File: config.mk
export PLATFORM = sky130hd
export DESIGN_NAME = load_store_unit_flat
export DESIGN_NICKNAME = d
export VERILOG_FILES = /design/src/rtl/lsu_pkg.sv /design/src/rtl/lsu_bus_if.sv /design/src/rtl/lsu_load_align.sv /design/src/rtl/load_store_unit.sv /design/src/flat_wrapper.sv
export SDC_FILE = /design/constraint.sdc
export NUM_CORES = 1
export LEC_CHECK = 0
export CAP_MARGIN = 40
export CORE_MARGIN = 2
export CORE_UTILIZATION = 40
export CTS_CLUSTER_DIAMETER = 80
export DETAILED_ROUTE_END_ITERATION = 16
export HOLD_SLACK_MARGIN = 0.1
export PLACE_DENSITY = 0.82
export SLEW_MARGIN = 15
export SYNTH_ARGS = -nofsm -noshare
export SYNTH_HDL_FRONTEND = slang
export SYNTH_HIERARCHICAL = 1
export SYNTH_SLANG_ARGS = --single-unit
export TNS_END_PERCENT = 20
File: constraint.sdc
create_clock -name clk -period 3.7 [get_ports clk]
set_clock_uncertainty 0.1 [all_clocks]
set_input_delay 0.555 -clock clk [delete_from_list [all_inputs] [get_ports clk]]
set_output_delay 0.555 -clock clk [all_outputs]
set_load 0.02 [all_outputs]
File: src/rtl/lsu_pkg.sv
// Shared types and helpers for the load/store unit.
// Holds the FSM/fault enums, funct3 codes and access decoding.
package lsu_pkg;

  typedef enum logic [1:0] {
    IDLE,
    BUS,
    RESP
  } lsu_state_t;

  typedef enum logic [1:0] {
    NONE     = 2'b00,
    MISALIGN = 2'b01,
    TIMEOUT  = 2'b10,
    ILLEGAL  = 2'b11
  } lsu_fault_t;

  localparam logic [2:0] F3_B  = 3'b000;
  localparam logic [2:0] F3_H  = 3'b001;
  localparam logic [2:0] F3_W  = 3'b010;
  localparam logic [2:0] F3_BU = 3'b100;
  localparam logic [2:0] F3_HU = 3'b101;

  // Illegal encodings win over misalignment.
  function automatic lsu_fault_t check_access(
    input logic       we,
    input logic [2:0] f3,
    input logic [1:0] off
  );
    lsu_fault_t c;
    c = NONE;
    case (f3)
      F3_B:    c = NONE;
      F3_H:    c = off[0] ? MISALIGN : NONE;
      F3_W:    c = (off != 2'b00) ? MISALIGN : NONE;
      F3_BU:   c = we ? ILLEGAL : NONE;
      F3_HU:   c = we ? ILLEGAL : (off[0] ? MISALIGN : NONE);
      default: c = ILLEGAL;
    endcase
    return c;
  endfunction

  function automatic logic [3:0] byte_en(
    input logic [1:0] sz,
    input logic [1:0] off
  );
    logic [3:0] be;
    case (sz)
      2'b00:   be = 4'b0001 << off;
      2'b01:   be = 4'b0011 << {off[1], 1'b0};
      default: be = 4'b1111;
    endcase
    return be;
  endfunction

  function automatic logic [31:0] store_data(
    input logic [1:0]  sz,
    input logic [31:0] wd
  );
    logic [31:0] d;
    case (sz)
      2'b00:   d = {4{wd[7:0]}};
      2'b01:   d = {2{wd[15:0]}};
      default: d = wd;
    endcase
    return d;
  endfunction

endpackage

File: src/rtl/lsu_bus_if.sv
// Word-wide data bus with valid/ready handshake.
// The LSU is the master; memory or interconnect is the slave.
interface lsu_bus_if #(
  parameter int ADDR_WIDTH = 32
);
  logic                  bus_valid;
  logic                  bus_we;
  logic [ADDR_WIDTH-1:0] bus_addr;
  logic [3:0]            bus_be;
  logic [31:0]           bus_wdata;
  logic                  bus_ready;
  logic [31:0]           bus_rdata;

  modport master (
    output bus_valid, bus_we, bus_addr,
    output bus_be, bus_wdata,
    input  bus_ready, bus_rdata
  );

  modport slave (
    input  bus_valid, bus_we, bus_addr,
    input  bus_be, bus_wdata,
    output bus_ready, bus_rdata
  );
endinterface

File: src/rtl/lsu_load_align.sv
// Load lane select and sign/zero extension.
// Purely combinational; fed by the raw bus word.
module lsu_load_align
  import lsu_pkg::*;
(
  input  logic [31:0] i_word,
  input  logic [1:0]  i_off,
  input  logic [2:0]  i_funct3,
  output logic [31:0] o_data
);

  logic [7:0]  w_byte;
  logic [15:0] w_half;

  assign w_byte = i_word[{i_off, 3'b000} +: 8];
  assign w_half = i_off[1] ? i_word[31:16] : i_word[15:0];

  always_comb begin
    o_data = '0;
    case (i_funct3)
      F3_B:    o_data = {{24{w_byte[7]}}, w_byte};
      F3_H:    o_data = {{16{w_half[15]}}, w_half};
      F3_W:    o_data = i_word;
      F3_BU:   o_data = {24'd0, w_byte};
      F3_HU:   o_data = {16'd0, w_half};
      default: o_data = '0;
    endcase
  end

endmodule

File: src/rtl/load_store_unit.sv
// Multicycle load/store unit: stalls the datapath while one
// access runs on the word bus, with alignment and timeout faults.
module load_store_unit
  import lsu_pkg::*;
#(
  parameter int ADDR_WIDTH     = 32,
  parameter int TIMEOUT_CYCLES = 16
) (
  input  logic                  clk,
  input  logic                  reset,
  input  logic                  req_valid,
  input  logic                  req_write,
  input  logic [2:0]            req_funct3,
  input  logic [ADDR_WIDTH-1:0] req_addr,
  input  logic [31:0]           req_wdata,
  output logic                  stall,
  output logic                  done,
  output logic [31:0]           rdata,
  output logic                  fault,
  output logic [1:0]            fault_cause,
  lsu_bus_if.master             bus
);

  localparam int CW = $clog2(TIMEOUT_CYCLES + 1);
  localparam logic [CW-1:0] TO_LAST = CW'(TIMEOUT_CYCLES);

  lsu_state_t            r_state;
  lsu_state_t            w_next;
  logic [ADDR_WIDTH-1:0] r_addr;
  logic                  r_we;
  logic [2:0]            r_f3;
  logic [3:0]            r_be;
  logic [31:0]           r_wdata;
  lsu_fault_t            r_cause;
  logic [31:0]           r_rdata;
  logic [CW-1:0]         r_cnt;

  lsu_fault_t            w_cause;
  logic [31:0]           w_load;
  logic [CW-1:0]         w_cnt_inc;
  logic                  w_timeout;

  assign w_cause   = check_access(req_write, req_funct3,
                                  req_addr[1:0]);
  assign w_cnt_inc = r_cnt + 1'b1;
  assign w_timeout = (w_cnt_inc == TO_LAST);

  lsu_load_align u_align (
    .i_word   (bus.bus_rdata),
    .i_off    (r_addr[1:0]),
    .i_funct3 (r_f3),
    .o_data   (w_load)
  );

  always_comb begin
    w_next = r_state;
    case (r_state)
      IDLE: begin
        if (req_valid)
          w_next = (w_cause == NONE) ? BUS : RESP;
      end
      BUS: begin
        if (bus.bus_ready || w_timeout)
          w_next = RESP;
      end
      RESP:    w_next = IDLE;
      default: w_next = IDLE;
    endcase
  end

  always_ff @(posedge clk or posedge reset) begin
    if (reset) begin
      r_state <= IDLE;
      r_addr  <= '0;
      r_we    <= 1'b0;
      r_f3    <= '0;
      r_be    <= '0;
      r_wdata <= '0;
      r_cause <= NONE;
      r_rdata <= '0;
      r_cnt   <= '0;
    end else begin
      r_state <= w_next;
      case (r_state)
        IDLE: begin
          if (req_valid) begin
            r_cause <= w_cause;
            r_cnt   <= '0;
            if (w_cause == NONE) begin
              r_addr  <= req_addr;
              r_we    <= req_write;
              r_f3    <= req_funct3;
              r_be    <= byte_en(req_funct3[1:0],
                                 req_addr[1:0]);
              r_wdata <= store_data(req_funct3[1:0],
                                    req_wdata);
            end else begin
              r_rdata <= '0;
            end
          end
        end
        BUS: begin
          r_cnt <= w_cnt_inc;
          // A ready in the same cycle as the limit still completes.
          if (bus.bus_ready) begin
            r_rdata <= r_we ? '0 : w_load;
          end else if (w_timeout) begin
            r_cause <= TIMEOUT;
            r_rdata <= '0;
          end
        end
        default: ;
      endcase
    end
  end

  assign stall = ((r_state == IDLE) && req_valid &&
                  (w_cause == NONE)) ||
                 (r_state == BUS);
  assign done        = (r_state == RESP);
  assign fault       = done && (r_cause != NONE);
  assign fault_cause = done ? r_cause : NONE;
  assign rdata       = r_rdata;

  assign bus.bus_valid = (r_state == BUS);
  assign bus.bus_we    = r_we;
  assign bus.bus_addr  = {r_addr[ADDR_WIDTH-1:2], 2'b00};
  assign bus.bus_be    = r_be;
  assign bus.bus_wdata = r_wdata;

endmodule

File: src/flat_wrapper.sv
// flat-port wrapper written by rule: the top's interface ports become plain ports
module load_store_unit_flat import lsu_pkg::*;
#(
  parameter int ADDR_WIDTH     = 32,
  parameter int TIMEOUT_CYCLES = 16
)
  (clk, reset, req_valid, req_write, req_funct3, req_addr, req_wdata, stall, done, rdata, fault, fault_cause, bus_bus_valid, bus_bus_we, bus_bus_addr, bus_bus_be, bus_bus_wdata, bus_bus_ready, bus_bus_rdata);
  lsu_bus_if #(.ADDR_WIDTH(ADDR_WIDTH)) bus_i ();
  input  logic clk;
  input  logic reset;
  input  logic req_valid;
  input  logic req_write;
  input  logic [2:0] req_funct3;
  input  logic [ADDR_WIDTH-1:0] req_addr;
  input  logic [31:0] req_wdata;
  output logic stall;
  output logic done;
  output logic [31:0] rdata;
  output logic fault;
  output logic [1:0] fault_cause;
  output wire logic [$bits(bus_i.bus_valid)-1:0] bus_bus_valid;
  output wire logic [$bits(bus_i.bus_we)-1:0] bus_bus_we;
  output wire logic [$bits(bus_i.bus_addr)-1:0] bus_bus_addr;
  output wire logic [$bits(bus_i.bus_be)-1:0] bus_bus_be;
  output wire logic [$bits(bus_i.bus_wdata)-1:0] bus_bus_wdata;
  input wire logic [$bits(bus_i.bus_ready)-1:0] bus_bus_ready;
  input wire logic [$bits(bus_i.bus_rdata)-1:0] bus_bus_rdata;
  assign bus_bus_valid = bus_i.bus_valid;
  assign bus_bus_we = bus_i.bus_we;
  assign bus_bus_addr = bus_i.bus_addr;
  assign bus_bus_be = bus_i.bus_be;
  assign bus_bus_wdata = bus_i.bus_wdata;
  assign bus_i.bus_ready = bus_bus_ready;
  assign bus_i.bus_rdata = bus_bus_rdata;
  load_store_unit #(.ADDR_WIDTH(ADDR_WIDTH), .TIMEOUT_CYCLES(TIMEOUT_CYCLES)) u_core (.clk(clk), .reset(reset), .req_valid(req_valid), .req_write(req_write), .req_funct3(req_funct3), .req_addr(req_addr), .req_wdata(req_wdata), .stall(stall), .done(done), .rdata(rdata), .fault(fault), .fault_cause(fault_cause), .bus(bus_i));
endmodule
# ---- Word level (Yosys, flattened, before mapping)
# Index checks and enable logic that the tools add are counted.
# W data, S select, Z words.
dict set report word_totals {
  out_inout_bits 107
  regBits 113
}
dict set report op_classes {
  eq_ne 18
  add_sub_neg 1
  mux 26
  reduce_logical 18
  shifts 3
}
# cell count
set op_table {}
lappend op_table {{$mux W32} 5}
lappend op_table {{$pmux W32 S5} 1}
lappend op_table {{$pmux W32 S2} 2}
lappend op_table {{$shiftx A32 B6 Y8} 1}
lappend op_table {{$mux W2} 9}
lappend op_table {{$mux W16} 1}
lappend op_table {{$eq A3 B3 Y1 const B} 4}
lappend op_table {{$pmux W2 S5} 1}
lappend op_table {{$pmux W5 S2} 1}
lappend op_table {{$pmux W2 S2} 2}
lappend op_table {{$pmux W4 S2} 1}
lappend op_table {{$reduce_and A4 Y1} 2}
lappend op_table {{$eq A3 B1 Y1 const B} 2}
lappend op_table {{$eq A3 B2 Y1 const B} 2}
lappend op_table {{$logic_not A2 Y1} 3}
lappend op_table {{$logic_not A3 Y1} 2}
lappend op_table {{$ne A2 B2 Y1 const B} 3}
lappend op_table {{$reduce_bool A2 Y1} 3}
lappend op_table {{$add A5 B1 Y5 const B} 1}
lappend op_table {{$eq A5 B5 Y1 const B} 1}
lappend op_table {{$mux W5} 1}
lappend op_table {{$eq A2 B1 Y1 const B} 2}
lappend op_table {{$ne A2 B1 Y1 const B} 2}
lappend op_table {{$reduce_and A2 Y1} 2}
lappend op_table {{8 further kinds} 12}

# ---- Logic depth before layout (Yosys ltp)
dict set report depth {
  depth_word 7
  depth_mapped 7
  ltp_nobuf 5
}

# ---- By module
# Netlist, hierarchy kept.
# module instances area_each_um2 cells_per_inst
set modules_own_cells {}
lappend modules_own_cells {load_store_unit 1 5306.3 442}
lappend modules_own_cells {lsu_load_align 1 762.0 108}

# ---- Worst setup path after synthesis
# OpenSTA, ideal clock, no wires.
dict set report synth_timing {
  kind {input port to output port}
  from {in req_funct3[0]}
  to {out stall}
  path_stages 7
  path_slack_ns 0.961
  arrival_ns 2.084
  cell_sequence {buf_2 -> or4_1 -> and2_4 -> nor3_4 -> buf_6 -> buf_6 -> nand2b_1}
}
dict set report synth_via {
  elab_chain_cells 5
  elab_cells_between_ends 9
  classes_between {eq/ne (4); mux (1); reduce/logical (4)}
}
# item line_no
set synth_lines {}
lappend synth_lines {{from (decl)} flat_wrapper.sv:13} ;# input logic [2:0] req_funct3;
lappend synth_lines {{$eq A3 B3 Y1, or another cell as far along} lsu_pkg.sv:32} ;# case (f3)
lappend synth_lines {{$pmux W2 S5 (*)} lsu_pkg.sv:32}
lappend synth_lines {{$logic_not A2 Y1 (*)} load_store_unit.sv:118} ;# (w_cause == NONE)) ||
lappend synth_lines {{$logic_and A1 B1 Y1 (*)} load_store_unit.sv:117} ;# assign stall = ((r_state == IDLE) && req_valid &&
lappend synth_lines {{$logic_or A1 B1 Y1 (*)} load_store_unit.sv:118}
lappend synth_lines {{to (decl)} flat_wrapper.sv:16} ;# output logic stall;
# Every way passes the cells marked *; elsewhere a longest branch is shown, timed or not.

# ---- Worst setup path in the final report
dict set report layout_timing {
  from {in req_funct3[2]}
  to {out stall}
}
# The elaborated chain is that of the path after synthesis.

==> out/metrics.csv <==
stage,metric,value,unit
cts,clk_lat worst skew,0.41,ns
sta,post-route setup TNS,0,ns
synthesis,Mapped Avg Cell Area,11.0,sq um
floorplanning,num rows,45,
floorplanning,Die ar.,0.0162,sq mm
synthesis,number of synthesized flops with an enable pin,0,
min_path,Hold WC Path Type,input port to asynchronous set/reset pin,
cts,Num CTS Buffers,17,
synthesis,Area contributors post-synth,"dfrtp_1, mux2_1, mux2_2",
global_route,GR Overflow Total,0,
synthesis,Yosys top cell by area,dfrtp_1,
place,pre-CTS setup slack,0.402,ns
worst_setup_path,Crit Path Max Fanout,5,
place,dpl hpwl,11200,microns
synthesis,Mapped Area,0.00607,sq mm
floorplanning,CORE AREA,0.0150,sq mm
cells_and_area,Fill cells,1250,
cts,Hold Buf Count CTS,0,
floorplanning,initial core utilization,0.404,
sta,part of the cycle the worst path needs,0.908,
worst_setup_path,Worst EP arrival,2.71,ns
sta,RSZ-0062 raised after global routing,no,
sta,Slew Limit Fails,0,
worst_setup_path,Crit Path Class,input port to output port,
worst_setup_path,required time of the critical path,3.04,ns
sta,final worst slack,0.339,ns
synthesis,prevailing post-synth register cell,dfrtp_1,
global_route,first-pass GRT wire length,25700,microns
cells_and_area,fin nets,825,
worst_setup_path,critical path launch point type,input port,
floorplanning,I/O Pins,211,
sta,worst-margin pin slew,0.757,ns
cells_and_area,Synth-to-Final Area Change,42.7,%
cts,Max H-tree Level,4,
cts,CTS tree,yes,
cts,root buffer cell,clkbuf_16,
routing,Vias,4908,
pwr,VDD IR max,0.000429,V
routing,DR iter-0 viols,285,
pwr,LEAKAGE,3.55,nW
cts,post_cts resized,0,
routing,drc violations,0,
routing,DRT Pass-1 Iters,4,
floorplanning,Chip Width,127,microns
cells_and_area,fraction of layout cells with a size suffix above 1,0.122,
sta,Max Clk Rate,298,MHz
cells_and_area,diodes inserted,0,
synthesis,Mapped Cells,550,
routing,Vias/cell,5.34,
cts,setup bufs post-CTS,0,
cts,Worst-path clk slew,0.05,ns
place,GP Congestion,0.832,
sta,relative slew slack,0.493,
routing,drt total wl,16100,microns
routing,drt wl/cell,17.5,microns
synthesis,#FFs+latches synth,113,
sta,final hold vios,0,
global_route,Tot GR Track Use,0.202,
synthesis,yosys warns,6,
place,IO Port Bufs,208,
cts,clock tree buffer depth,2,
synthesis,Post-synth ARST share,1.00,
flow_run,max-cap violations,0,
sta,final setup violation count,0,
worst_setup_path,CP endpoint kind,output port,
global_route,initial antenna violation count,0,
floorplanning,die height,127,microns
global_route,number of global-route vias before repair,4943,
synthesis,post-synth top area share,0.466,
global_route,largest net degree at the start of global routing,62,
synthesis,post-synth cell types,44,
synthesis,post-synthesis sequential area ratio,0.466,
pwr,pwr/cell area,706,mW/mm^2
routing,Final ANT Viol Nets,0,
outcome,outcome,"complete, no violations",
cts,CTS Sinks,113,
sta,fin crit period,3.36,ns
-- logic make-up after synthesis --
| group | count (synthesis) | share of synthesized area |
|---|---|---|
| AO/OA/AOI/OAI | 136 | 0.154 |
| adder cells (fa/ha/maj) | 1 | 0.00206 |
| buffers and inverters | 106 | 0.100 |
| flip-flops | 113 | 0.466 |
| multiplexers | 113 | 0.206 |
| other | 1 | 0.000618 |
| AND/OR/NAND/NOR | 80 | 0.0709 |
-- worst max-delay path: stages --
cell	delay, ns
clkdlybuf4s50_1	0.49
or4_1	0.58
and2_4	0.18
nor3_4	0.15
nand2b_1	0.12
clkdlybuf4s50_1	0.63
-- through the flow --
stage / instance area (sq um) / utilization / hold slack [ns] / power (W) / instances
2_1_floorplan: 6070 / - / 0.352 / 0.00349 / 551
3_3_place_gp: 7990 / 0.532 / 0.366 / 0.00445 / 885
3_5_place_dp: 8060 / 0.536 / 0.374 / 0.00453 / 888
4_1_cts: 8630 / 0.574 / 0.385 / 0.00615 / 918
5_1_grt: 8660 / 0.576 / 0.248 / 0.00644 / 919
6_report: 8660 / 0.576 / 0.262 / 0.00612 / 919
-- layout by cell type (no fill, tap or decap), types with 5 or more instances in the layout --
master	n
a221o_1	5
clkbuf_16	17
nand2_1	22
o221ai_1	7
nor3_1	6
buf_4	7
nand3_1	19
mux2_1	58
o211ai_1	17
mux2i_1	16
nand2b_1	5
o21bai_1	6
nor2b_1	7
nor2_1	6
mux2_2	39
clkdlybuf4s50_1	208
inv_1	36
dfrtp_1	113
o21ai_0	48
a22oi_1	36
-- state kept, by name (all words and copies together), names as in the netlist --
name / count
u_core/r_state: 2
u_core/r_cause: 2
u_core/bus.bus_we: 1
u_core/rdata: 32
u_core/bus.bus_wdata: 32
u_core/r_f3: 3
u_core/r_cnt: 5
u_core/bus.bus_be: 4
u_core/r_addr: 32
-- where the power goes --
group          internal, W  total [W]  leakage, nW  switching, W
sequential         0.00166    0.00198         1.41      0.000321
combinational      0.00126    0.00255         1.85       0.00129
clock              0.00103    0.00159        0.280      0.000557
total              0.00395    0.00612         3.55       0.00216
-- layer usage --
layer,up-vias,part of all wire,global-route usage,wire (microns)
met5,-,0,0,0
met4,0,0.040,0.107,643
met3,43,0.066,0.0536,1060
met2,191,0.50,0.324,7990
met1,2380,0.40,0.250,6440
li1,2294,-,-,-
-- synth_stat cells (all sizes together) (2+ instances only) --
library cell	n
nand3	19
buf	51
o22ai	3
o211ai	17
inv	37
o221ai	7
a21oi	3
dfrtp	113
mux2i	16
a21o	3
nor3b	3
nand2b	6
a221o	5
o21bai	6
clkbuf	18
or2	2
a22oi	37
mux2	97
and2	4
nor3	7
nor2	6
nand2	22
o21ai	48
a22o	4
nor2b	7
-- worst paths after layout --
check	from	to	slack (ns)	depth (start not counted)
min	reset	u_core/r_addr[22]	0.26	2
max in group asynchronous	reset	u_core/bus.bus_wdata[5]	2.44	4
min reg2reg	u_core/r_addr[30]	u_core/r_addr[30]	0.38	1
min in group clk	u_core/r_addr[30]	u_core/r_addr[30]	0.38	1
max	req_funct3[2]	stall	0.34	6
max reg2reg	u_core/r_addr[1]	u_core/rdata[14]	1.29	5
-- area by class of cell --
class,count,area (sq um),area share
Clock buffer,20,467,0.0539
Clock inverter,10,111,0.0129
Inverter,37,141,0.0163
Multi-Input combinational cell,332,2640,0.305
Sequential cell,113,2830,0.326
Tap cell,188,235,0.0272
Timing Repair Buffer,219,2240,0.258
Note: power is estimated with default switching activity, not from simulation.
